[config.mk]
export PLATFORM = sky130hd
export DESIGN_NAME = sbox_word_sequencer
export DESIGN_NICKNAME = d
export VERILOG_FILES = /design/src/rtl/sbox_seq_pkg.sv /design/src/rtl/sbox_word_sequencer_valid_pipe.sv /design/src/rtl/sbox_word_sequencer.sv
export SDC_FILE = /design/constraint.sdc
export NUM_CORES = 1
export LEC_CHECK = 0
export BUFFER_PORTS_ARGS = -buffer_cell sky130_fd_sc_hd__buf_2
export CAP_MARGIN = 10
export CELL_PAD_IN_SITES_DETAIL_PLACEMENT = 1
export CELL_PAD_IN_SITES_GLOBAL_PLACEMENT = 2
export CORE_ASPECT_RATIO = 0.6
export CORE_UTILIZATION = 30
export CTS_BUF_LIST = sky130_fd_sc_hd__clkbuf_16
export DETAILED_ROUTE_END_ITERATION = 10
export PLACE_DENSITY = 0.78
export RECOVER_POWER = 50
export SLEW_MARGIN = 10
export SYNTH_ARGS = -nofsm -noshare
export SYNTH_HDL_FRONTEND = slang
export SYNTH_SLANG_ARGS = --single-unit
[constraint.sdc]
create_clock -name ClkxCI -period 2.3 [get_ports ClkxCI]
set_input_delay 0.575 -clock ClkxCI [delete_from_list [all_inputs] [get_ports ClkxCI]]
set_output_delay 0.575 -clock ClkxCI [all_outputs]
set_load 0.02 [all_outputs]
[src/rtl/sbox_seq_pkg.sv]
// Shared types and helpers for the masked S-box word sequencer.
package sbox_seq_pkg;

    localparam int BYTES_PER_WORD = 4;

    // Sequencer control states.
    typedef enum logic [1:0] {
        ST_IDLE  = 2'd0,
        ST_ISSUE = 2'd1,
        ST_DRAIN = 2'd2,
        ST_OUT   = 2'd3
    } seq_state_e;

    // Fresh-randomness bits the masked S-box consumes per byte.
    // Each share pair needs 4 bits for each of Zmul1..3, 2 bits for each
    // of Zinv1..3 and 2 bits for each of Binv1..2.
    function automatic int rnd_w(input int shares);
        int pairs;
        pairs = (shares * (shares - 1)) / 2;
        return (3 * 4 * pairs) + (3 * 2 * pairs) + (2 * 2 * pairs);
    endfunction

    // Low bit of byte 'byte_idx' of share 'share' inside a shared word.
    function automatic int word_lane_lo(input int share, input int byte_idx);
        return (32 * share) + (8 * byte_idx);
    endfunction

    // Low bit of share 'share' inside a shared byte.
    function automatic int byte_lane_lo(input int share);
        return 8 * share;
    endfunction

endpackage

[src/rtl/sbox_word_sequencer_valid_pipe.sv]
// In-flight tracker: one bit per S-box pipeline stage, set for real bytes
// and clear for bubbles, so the tap says when the S-box output is live.
module sbox_valid_pipe #(
    parameter int DEPTH = 4
) (
    input  logic i_clk,
    input  logic i_rst_n,
    input  logic i_push,
    output logic o_tap
);

    logic [DEPTH-1:0] r_pipe;

    // Shift the issue flag along in step with the S-box pipeline.
    always_ff @(posedge i_clk or negedge i_rst_n) begin
        if (!i_rst_n) begin
            r_pipe <= {DEPTH{1'b0}};
        end else begin
            r_pipe[0] <= i_push;
            for (int i = 1; i < DEPTH; i++) begin
                r_pipe[i] <= r_pipe[i-1];
            end
        end
    end

    assign o_tap = r_pipe[DEPTH-1];

endmodule

[src/rtl/sbox_word_sequencer.sv]
// Feeds one masked 32-bit word through the pipelined masked AES S-box a
// byte per cycle, forwards PRNG randomness alongside each byte and
// reassembles the substituted shares. Shares are never combined here.
module sbox_word_sequencer
    import sbox_seq_pkg::*;
#(
    parameter int SHARES       = 2,
    parameter int SBOX_LATENCY = 4,
    parameter int RND_W        = rnd_w(SHARES)
) (
    input  logic                  ClkxCI,
    input  logic                  RstxBI,
    input  logic [32*SHARES-1:0]  _WordxDI,
    input  logic                  WordValidxSI,
    output logic                  WordReadyxSO,
    input  logic [RND_W-1:0]      RndxDI,
    input  logic                  RndValidxSI,
    output logic                  RndReadyxSO,
    output logic [8*SHARES-1:0]   _SboxInxDO,
    output logic [RND_W-1:0]      SboxRndxDO,
    input  logic [8*SHARES-1:0]   _SboxOutxDI,
    output logic [32*SHARES-1:0]  _ResultxDO,
    output logic                  ResultValidxSO,
    input  logic                  ResultReadyxSI,
    output logic                  BusyxSO
);

    seq_state_e             r_state;
    logic [32*SHARES-1:0]   r_word_buf;
    logic [32*SHARES-1:0]   r_result;
    logic [2:0]             r_issue_cnt;
    logic [2:0]             r_collect_cnt;
    logic                   r_word_ready;
    logic                   r_rnd_ready;
    logic                   r_result_valid;
    logic                   r_busy;

    logic                   w_issue;
    logic                   w_collect;
    logic                   w_tap;
    logic [8*SHARES-1:0]    w_sbox_in;
    logic [RND_W-1:0]       w_sbox_rnd;

    // A byte is issued on every ISSUE cycle that has fresh randomness.
    always_comb begin
        w_issue = 1'b0;
        if ((r_state == ST_ISSUE) && RndValidxSI && (r_issue_cnt < 3'd4)) begin
            w_issue = 1'b1;
        end else begin
            w_issue = 1'b0;
        end
    end

    // A result byte is captured whenever the tracker says the S-box output is live.
    always_comb begin
        w_collect = 1'b0;
        if (((r_state == ST_ISSUE) || (r_state == ST_DRAIN)) && w_tap &&
            (r_collect_cnt < 3'd4)) begin
            w_collect = 1'b1;
        end else begin
            w_collect = 1'b0;
        end
    end

    // S-box operands: the current byte of every share plus fresh randomness, zero on bubbles.
    always_comb begin
        w_sbox_in  = {(8*SHARES){1'b0}};
        w_sbox_rnd = {RND_W{1'b0}};
        if (w_issue) begin
            for (int s = 0; s < SHARES; s++) begin
                w_sbox_in[byte_lane_lo(s) +: 8] =
                    r_word_buf[word_lane_lo(s, int'(r_issue_cnt[1:0])) +: 8];
            end
            w_sbox_rnd = RndxDI;
        end else begin
            w_sbox_in  = {(8*SHARES){1'b0}};
            w_sbox_rnd = {RND_W{1'b0}};
        end
    end

    sbox_valid_pipe #(
        .DEPTH (SBOX_LATENCY)
    ) u_valid_pipe (
        .i_clk   (ClkxCI),
        .i_rst_n (RstxBI),
        .i_push  (w_issue),
        .o_tap   (w_tap)
    );

    // Control FSM with registered handshakes, word buffer and result assembly.
    always_ff @(posedge ClkxCI or negedge RstxBI) begin
        if (!RstxBI) begin
            r_state        <= ST_IDLE;
            r_word_buf     <= {(32*SHARES){1'b0}};
            r_result       <= {(32*SHARES){1'b0}};
            r_issue_cnt    <= 3'd0;
            r_collect_cnt  <= 3'd0;
            r_word_ready   <= 1'b1;
            r_rnd_ready    <= 1'b0;
            r_result_valid <= 1'b0;
            r_busy         <= 1'b0;
        end else begin
            if (w_issue) begin
                r_issue_cnt <= r_issue_cnt + 3'd1;
            end
            if (w_collect) begin
                for (int s = 0; s < SHARES; s++) begin
                    r_result[word_lane_lo(s, int'(r_collect_cnt[1:0])) +: 8] <=
                        _SboxOutxDI[byte_lane_lo(s) +: 8];
                end
                r_collect_cnt <= r_collect_cnt + 3'd1;
            end

            case (r_state)
                ST_IDLE: begin
                    if (WordValidxSI && r_word_ready) begin
                        r_word_buf    <= _WordxDI;
                        r_issue_cnt   <= 3'd0;
                        r_collect_cnt <= 3'd0;
                        r_word_ready  <= 1'b0;
                        r_rnd_ready   <= 1'b1;
                        r_busy        <= 1'b1;
                        r_state       <= ST_ISSUE;
                    end else begin
                        r_word_ready  <= 1'b1;
                    end
                end
                ST_ISSUE: begin
                    if (w_issue && (r_issue_cnt == 3'd3)) begin
                        r_rnd_ready <= 1'b0;
                        r_state     <= ST_DRAIN;
                    end
                end
                ST_DRAIN: begin
                    if (w_collect && (r_collect_cnt == 3'd3)) begin
                        r_result_valid <= 1'b1;
                        r_state        <= ST_OUT;
                    end
                end
                ST_OUT: begin
                    if (ResultReadyxSI) begin
                        r_result_valid <= 1'b0;
                        r_word_ready   <= 1'b1;
                        r_busy         <= 1'b0;
                        r_state        <= ST_IDLE;
                    end
                end
                default: begin
                    r_rnd_ready    <= 1'b0;
                    r_result_valid <= 1'b0;
                    r_word_ready   <= 1'b1;
                    r_busy         <= 1'b0;
                    r_state        <= ST_IDLE;
                end
            endcase
        end
    end

    assign WordReadyxSO   = r_word_ready;
    assign RndReadyxSO    = r_rnd_ready;
    assign ResultValidxSO = r_result_valid;
    assign BusyxSO        = r_busy;
    assign _ResultxDO     = r_result;
    assign _SboxInxDO     = w_sbox_in;
    assign SboxRndxDO     = w_sbox_rnd;

endmodule

-- After elaboration in Yosys (flattened, before gate mapping)
Index checks and enable logic that the tools add are counted.
- bits in registers: 144
- bits of input ports: 107
- output and inout port bits: 106
- logic and storage cells: 78
- add/sub/neg operators: 6
- $lt $le $gt $ge: 2
- equal/unequal tests: 9
- shifts and indexed selects: 6
- multiplexer cells: 27
- reductions and logical operators: 18
- operators with widths (cell ; number):
    64-bit bitwise mux ; 2
    8-bit by 33-bit variable shift with 64-bit output (first input constant) ; 2
    8-bit by 33-bit indexed part select with 64-bit output ; 2
    64-bit by 6-bit indexed part select with 8-bit output ; 1
    64-bit by 8-bit indexed part select with 8-bit output ; 1
    5-bit negator with 33-bit output ; 1
    7-bit negator with 33-bit output ; 1
    22-bit two-way mux ; 1
    3-bit two-way mux ; 6
    16-bit two-way mux ; 1
    6-bit by 5-bit adder with 7-bit output (first input constant) ; 2
    3-bit AND reduction ; 3
    1-bit two-way mux ; 8
    2-bit two-way mux ; 4
    1-bit case mux with 2 select lines ; 4
    2-bit case mux with 4 select lines ; 1
    1-bit logical AND ; 7
    3-bit by 1-bit adder with 3-bit output (second input constant) ; 2
    3-bit by 2-bit == test with 1-bit output (second input constant) ; 2
    3-bit < comparator (second input constant) ; 2
    2-bit nonzero test ; 3
    2-bit == test (second input constant) ; 2
    2-bit by 1-bit != test with 1-bit output (second input constant) ; 2
    2-bit != test (second input constant) ; 2
    other kinds (5) ; 6

-- Longest topological paths before layout
Gate-level depths: netlist (run 1).
- depth after elaboration: 8
- gate-level depth with buffers: 8
- mapped depth without buffers: 6

-- Modules after synthesis
Synthesis (run 1) repeated with hierarchy kept, for this count alone.
- cells, all modules: 700
- area, all modules: 6703.9 sq um
- by module, submodules not included (module ; times used ; cells an instance ; area each (sq um) ; seq. area each (sq um)):
    sbox_word_sequencer ; 1 ; 696 ; 6603.8 ; 3504.6
    sbox_valid_pipe ; 1 ; 4 ; 100.1 ; 100.1

-- Least setup slack after synthesis (run 1)
No wires, ideal clock.
- path type: flip-flop to output port
- from: register r_state[1]
- to: output _SboxInxDO[10]
- arrival: 1441 ps
- required time: 1725 ps
- setup slack: 284 ps
- stages on the path, launching flop included: 7
- path buffers: 1
- path through: dfrtp_1 inv_1 ha_1 nand2_1 nor2_1 clkbuf_1 and2_1
- cells in the longest elaborated chain, start to end: 5
- RTL lines (what ; line ; source):
    start, declared ; sbox_word_sequencer.sv:28 ; seq_state_e r_state;
    start signal, assigned ; sbox_word_sequencer.sv:93 ; r_state <= ST_IDLE;
    start signal, assigned ; sbox_word_sequencer.sv:123 ; r_state <= ST_ISSUE;
    start signal, assigned ; sbox_word_sequencer.sv:131 ; r_state <= ST_DRAIN;
    2-bit by 1-bit == test with 1-bit output ; sbox_word_sequencer.sv:47 ; if ((r_state == ST_ISSUE) && RndValidxSI && (r_issue_cnt < 3'd4)) begin
    1-bit logical AND (2 in a row) ; sbox_word_sequencer.sv:47 ;
    1-bit two-way mux ; sbox_word_sequencer.sv:47 ;
    via u_valid_pipe.i_push ; sbox_word_sequencer_valid_pipe.sv:8 ; input logic i_push,
    16-bit two-way mux ; sbox_word_sequencer.sv:69 ; if (w_issue) begin
    end, declared ; sbox_word_sequencer.sv:19 ; output logic [8*SHARES-1:0] _SboxInxDO,
The timed path passes the listed nets, and every way through them passes these cells.

-- Worst setup path after layout (run 1)
- from: register r_issue_cnt[0]
- to: output _SboxInxDO[12]
- cells in the longest elaborated chain, start to end: 4
- elaborated cells on any way between the ends: 6
- those cells by class: 1 x add/sub; 1 x order compare; 1 x shift; 2 x mux; 1 x reduce/logical
- RTL lines (what ; line ; source):
    start, declared ; sbox_word_sequencer.sv:31 ; logic [2:0] r_issue_cnt;
    start signal, assigned ; sbox_word_sequencer.sv:104 ; r_issue_cnt <= r_issue_cnt + 3'd1;
    branches (longest 3 deep; another with 6-bit by 5-bit adder with 7-bit output) ; -- ;
    16-bit two-way mux (*) ; sbox_word_sequencer.sv:69 ;
Mark *: on every way between the ends.

==> flow_metrics.py, run 1 <==
metrics = {
    "setup_path": {
        "crit_required_ps": 1730,
        "crit_chain": "buf_12 -> buf_12 -> mux4_2 -> and2_4 -> buf_6",
        "rr_endpoint": "r_state[1]",
        "critPathSlowestCell": "mux4_2",
        "cp_max_fo": 8,
        "startpoint": "r_issue_cnt[0]",
        "reg2reg_slack_ps": 210,
        "timing.rr.start": "r_issue_cnt[0]",
        "worstSetupEndpointType": "output port",
        "cpMostUsedCell": "buf_12",
        "path_class": "reg2out",
        "slowest_delay_ps": 520,
        "endpoint": "_SboxInxDO[12]",
        "arrival_ps": 1890,
        "start_kind": "flop",
        "rr_worst_depth": 8,
    },
    "sta": {
        "tns_ps": -3108,
        "setup_violations": 38,
        "finalHoldViolations": 0,
        "relSlewSlack": 0.2540,
        "layout_min_cycle_time_ps": 2464,
        "rsz0062_at_grt": "yes",
        "fmax_ghz": 0.4059,
        "slew_viol_final": 0,
        "worst_hold_slack_ps": 339.1,
        "period_share": 1.071,
        "worst_slew_pin_slew_ps": 1119,
        "skew_ps": 8.367,
        "fin_ws_ps": -163.6,
    },
    "run_status": {
        "status": "finished, violations left",
        "violations": "negative setup slack",
    },
    "floorplan": {
        "core_area_um2": 21390,
        "start_util": 0.3116,
        "dieArea_um2": 22840,
        "die_x_um": 194.4,
        "die_y_um": 117.5,
        "io_pins": 213,
        "core.rowCount": 41,
    },
    "clock_tree": {
        "clkLatencyLatePin_ps": 430,
        "cts_inserted_buffers": 17,
        "h-tree-depth": 4,
        "cts_tree": "built",
        "cts_root_buf": "clkbuf_16",
        "clockBufferDepth": 2,
        "clk_pin_slew_ps": 60,
        "cts_hold_buffers": 0,
        "clkSinkCount": 144,
    },
    "power_and_ir_drop": {
        "p_leak_nw": 4.645,
        "peakVddDrop_mv": 0.5353,
        "power.density_nw_per_um2": 1336,
    },
    "routing": {
        "vias": 5823,
        "dr.pass1.iters": 5,
        "ant_nets": 0,
        "wl_um": 22580,
        "routed_via_density": 4.742,
        "drt-initial-drc-count": 361,
        "wire_per_inst_um": 18.39,
        "drc": 0,
    },
    "synthesis": {
        "synth_edf_count": 0,
        "synthTopCellsByCount": "nand2_1 (306), dfrtp_1 (143), o21ai_1 (56)",
        "yosys.area.top_type": "dfrtp_1",
        "synth.ff_latch_count": 144,
        "netlist_area_um2": 6665,
        "synth_fp_nets": 821,
        "synthArstFlopShare": 1.000,
        "yosys.area.top_type_share": 0.5369,
        "syn_avg_cell_area_um2": 9.535,
        "ys_warn_count": 0,
        "ys_types": 36,
        "synth_area_leaders": "dfrtp_1 (54%), nand2_1 (17%), mux4_2 (5.4%)",
        "seq_area_frac_synth": 0.5408,
        "synth.most_common_cell": "nand2_1",
        "synth-main-ff-cell": "dfrtp_1",
        "syn_inst": 699,
    },
    "worst_hold_path": {
        "hp-class": "in2reg",
        "whs_path_depth": 3,
    },
    "placed_design": {
        "port_buffers": 212,
        "dp_hpwl_um": 15080,
        "gp_congestion": 0.7593,
    },
    "grt": {
        "grtUsageTotal": 0.2010,
        "grt.overflow.total": 0,
        "grt_max_degree": 42,
        "grt_pass1_wl_um": 35230,
        "grt_antenna_before_repair": 3,
        "grt_pass1_vias": 6116,
    },
    "final_layout": {
        "drive_above_1_share": 0.3449,
        "area_delta_synth_final_pct": 39.72,
        "finalNetCount": 1057,
    },
    "job": {
        "drv_cap": 0,
    },
}
==> cell type report <==
type	instances	area [µm²]
Fill cell	2490	12080
Sequential cell	144	3606
Multi-Input combinational cell	506	2942
Timing Repair Buffer	258	1807
Clock buffer	17	425.4
Tap cell	279	349.1
Clock inverter	15	151.4
Inverter	8	30.03
Antenna cell	1	2.502
==> worst max-delay path: cells and delay by family, from the launching register on <==
kind | cells | cell delay (ps)
mux | 1 | 520
flops | 1 | 410
simple gates | 1 | 160
buf+inv | 3 | 370
==> layer usage <==
metal,vias up,wire length (µm),part of all wire,GRT usage
li1,2761,-,-,-
met1,2906,11500,0.51,0.2940
met2,127,9803,0.43,0.2917
met3,25,921,0.041,0.04585
met4,4,330,0.015,0.06448
met5,-,26,0.0012,0
==> where the power goes <==
group | switching, mW | total [mW] | internal, mW
clock network | 1.11 | 2.78 | 1.68
registers | 0.647 | 4.28 | 3.63
logic | 3.04 | 5.38 | 2.34
total | 4.79 | 12.4 | 7.65
==> layout by cell type, fill, tap and decap left out, drive strengths merged, types with 3 or more instances in the layout <==
master / instances
a21oi: 3
a22oi: 17
and2: 38
buf: 221
bufinv: 3
clkbuf: 54
clkinv: 9
dfrtp: 143
ha: 15
inv: 9
mux2i: 10
mux4: 16
nand2: 307
nor2: 10
nor3b: 4
o21ai: 59
o31ai: 8
==> per-stage QoR <==
stage               setup WS [ps]    util  power, mW  cell area (µm²)  instances
floorplan                   284.2       -      7.383             6665        699
CTS                        -185.9  0.4297      12.50             9193       1218
detailed placement          213.0  0.3804      9.100             8138       1171
finish                     -163.6  0.4353      12.44             9313       1228
global route               -231.0  0.4352      13.33             9310       1227
global placement            277.1  0.3804      8.968             8138       1171
==> sequential cells by signal, summed over array words and instances, names as in the netlist <==
| signal | flops |
|---|---|
| _ResultxDO | 64 |
| r_word_buf | 64 |
| u_valid_pipe.r_pipe | 4 |
| r_collect_cnt | 3 |
| r_issue_cnt | 3 |
| r_state | 2 |
| BusyxSO | 1 |
| ResultValidxSO | 1 |
| RndReadyxSO | 1 |
| WordReadyxSO | 1 |
==> cells by family (layout without fill, tap and decap cells) <==
| family | Yosys count | in the layout | synth area share |
|---|---|---|---|
| mux | 27 | 27 | 0.07077 |
| xor+xnor | 2 | 2 | 0.002629 |
| other cells | 0 | 1 | 0 |
| compound gates | 93 | 93 | 0.08260 |
| fa+ha+maj | 15 | 15 | 0.02816 |
| flops | 144 | 144 | 0.5408 |
| buf+inv | 49 | 298 | 0.03717 |
| simple gates | 369 | 369 | 0.2378 |
==> what timing repair did <==
item | 4_1_cts | 5_1_grt
setup endpoints to repair | 38 | 39
setup buffers | 11 | 7
pin swaps | 23 | 19
cloned | 4 | 4
gates resized for setup | 88 | 43
==> worst min path at each step <==
stage,start,end,slack [ps]
floorplan,RstxBI,BusyxSO,280
global placement,u_valid_pipe.r_pipe[1],u_valid_pipe.r_pipe[2],330
detailed placement,u_valid_pipe.r_pipe[0],u_valid_pipe.r_pipe[1],340
CTS,RstxBI,_ResultxDO[60],80
global route,_WordxDI[40],r_word_buf[40],320
finish,_WordxDI[48],r_word_buf[48],340
(Power assumes the default switching activity.)
==> run 2, diff against run 1 <==
--- a/config.mk
+++ b/config.mk
@@ -10,10 +10,10 @@
 export CELL_PAD_IN_SITES_DETAIL_PLACEMENT = 1
 export CELL_PAD_IN_SITES_GLOBAL_PLACEMENT = 2
 export CORE_ASPECT_RATIO = 0.6
-export CORE_UTILIZATION = 30
+export CORE_UTILIZATION = 27
 export CTS_BUF_LIST = sky130_fd_sc_hd__clkbuf_16
 export DETAILED_ROUTE_END_ITERATION = 10
-export PLACE_DENSITY = 0.78
+export PLACE_DENSITY = 0.74
 export RECOVER_POWER = 50
 export SLEW_MARGIN = 10
 export SYNTH_ARGS = -nofsm -noshare
==> constraint.sdc (replaced) <==
create_clock -name ClkxCI -period 2.2 [get_ports ClkxCI]
set_input_delay 0.55 -clock ClkxCI [delete_from_list [all_inputs] [get_ports ClkxCI]]
set_output_delay 0.55 -clock ClkxCI [all_outputs]
set_load 0.02 [all_outputs]
==> flow_metrics.py, run 2 (synthesized netlist as in run 1, its figures left out) <==
metrics = {
    "power_and_ir_drop": {
        "swShare": 0.3886,
        "peakVddDrop_mv": 0.5188,
        "power.density_nw_per_um2": 1368,
        "pwr-share-seq": 0.352,
        "combPwrFrac": 0.424,
        "p_total_mw": 12.76,
        "switching_power_mw": 4.957,
        "p_leak_nw": 4.601,
        "p_clk_frac": 0.224,
        "internal-power_mw": 7.800,
    },
    "final_layout": {
        "final_cell_mix": "nand2_1 (303), buf_2 (144), dfrtp_1 (142), o21ai_1 (56), buf_6 (40)",
        "drive_above_1_share": 0.3426,
        "final_area_um2": 9326,
        "finalNetCount": 1049,
        "area_delta_synth_final_pct": 39.93,
        "layout_commonest_cell": "nand2_1",
        "final_cells": 1264,
    },
    "placed_design": {
        "placed_cells": 1213,
        "port_buffers": 212,
        "dp_slack_ps": 202.4,
        "dp_hpwl_um": 15030,
        "place_area_um2": 8184,
        "gp_congestion": 0.7576,
    },
    "run_status": {
        "status": "finished, violations left",
        "violations": "negative setup slack",
    },
    "grt": {
        "grt_pass1_vias": 5832,
        "grt.overflow.total": 0,
        "grtUsageTotal": 0.1757,
        "grt_antenna_before_repair": 3,
        "grt_pass1_wl_um": 33200,
        "grt_max_degree": 65,
    },
    "clock_tree": {
        "cts_tree": "built",
        "cts_root_buf": "clkbuf_16",
        "clkLatencyLatePin_ps": 430,
        "cts_inserted_buffers": 17,
        "clk_pin_slew_ps": 60,
        "clkSinkCount": 144,
        "h-tree-depth": 4,
        "clockBufferDepth": 2,
    },
    "setup_path": {
        "arrival_ps": 1840,
        "cp_max_fo": 6,
        "crit_required_ps": 1650,
        "worstSetupEndpointType": "output port",
        "start_kind": "flop",
        "path_class": "reg2out",
    },
    "sta": {
        "layout_min_cycle_time_ps": 2391,
        "fin_ws_ps": -190.9,
        "finalHoldViolations": 0,
        "period_share": 1.087,
        "fmax_ghz": 0.4183,
        "rsz0062_at_grt": "yes",
        "setup_violations": 38,
        "skew_ps": 6.295,
        "worst_slew_pin_slew_ps": 1287,
        "relSlewSlack": 0.1421,
        "slew_viol_final": 0,
        "worst_hold_slack_ps": 308.8,
    },
    "floorplan": {
        "start_util": 0.2752,
        "io_pins": 213,
        "die_y_um": 123.7,
        "core_area_um2": 24220,
        "dieArea_um2": 25340,
        "core.rowCount": 44,
        "die_x_um": 204.8,
    },
    "routing": {
        "wire_per_inst_um": 17.35,
        "drc": 0,
        "wl_um": 21930,
        "routed_via_density": 4.499,
        "dr.pass1.iters": 4,
        "vias": 5687,
        "ant_nets": 0,
        "drt-initial-drc-count": 221,
    },
    "worst_hold_path": {
        "hp-class": "in2reg",
    },
    "job": {
        "drv_cap": 0,
    },
}
## run 2: cell count changes in the layout (fill, tap and decap cells not counted), moves of 3 or more
cell and delta:
clkinv_2 -3, clkinvlp_4 +3, clkinv_1 -3, buf_4 -7, clkbuf_2 -4
## run 2: worst paths after layout
kind                                         from  cells past startpoint  slack [ps]                      to
max in group asynchronous                  RstxBI                      3         160          _ResultxDO[42]
hold / removal                       _WordxDI[50]                      3         310          r_word_buf[50]
min in group asynchronous                  RstxBI                      2        1070          r_word_buf[50]
setup / recovery                   r_issue_cnt[0]                      4        -190          _SboxInxDO[15]
setup reg to reg                   r_issue_cnt[0]                      8         110              r_state[1]
hold reg to reg            u_valid_pipe.r_pipe[0]                      0         350  u_valid_pipe.r_pipe[1]
## run 2: cell type report
cell class | instances | area [µm²]
fillers | 2845 | 14900
diodes | 2 | 5.005
repair buffers | 250 | 1767
clock buffers | 17 | 425.4
flip-flops and latches | 144 | 3606
well taps | 322 | 402.9
multi-input cells | 506 | 2943
inverters | 8 | 30.03
clock inverters | 15 | 147.6
## run 2: power groups by stage
stage | combinational [mW] | clock (mW) | sequential (mW)
detailed placement | 4.95 | 0 | 4.51
global placement | 4.83 | 0 | 4.49
floorplan | 2.74 | 0 | 4.98
global route | 6.00 | 3.05 | 4.65
CTS | 5.48 | 2.96 | 4.49
finish | 5.41 | 2.86 | 4.49
## run 2: worst max-delay path, cell delays in order, from the launching register on
cell       delay (ps)
dfrtp_2           440
clkbuf_16         190
mux4_2            500
and2_4            160
buf_6             120
## run 2: repair_timing
| item | in CTS | in global routing |
|---|---|---|
| setup endpoints to repair | 38 | 48 |
| setup buffers | 9 | 3 |
| hold buffers | 1 | 0 |
| endpoints found under the hold margin | 22 | 0 |
| cloned | 3 | 2 |
| pin swaps | 32 | 11 |
| resized for setup | 128 | 4 |
## run 2: per-layer routing
| layer | part of all wire | global-route usage |
|---|---|---|
| met1 | 0.53 | 0.2641 |
| met2 | 0.42 | 0.2445 |
| met3 | 0.043 | 0.04814 |
| met4 | 0.0088 | 0.04384 |
| met5 | 0.00078 | 0 |
## run 2: per-stage QoR
stage	util	TNS (ps)
after floorplan	-	0
after global placement	0.3379	0
after detailed placement	0.3379	0
after CTS	0.3846	-6647
after global routing	0.3849	-9579
final	0.3850	-5101
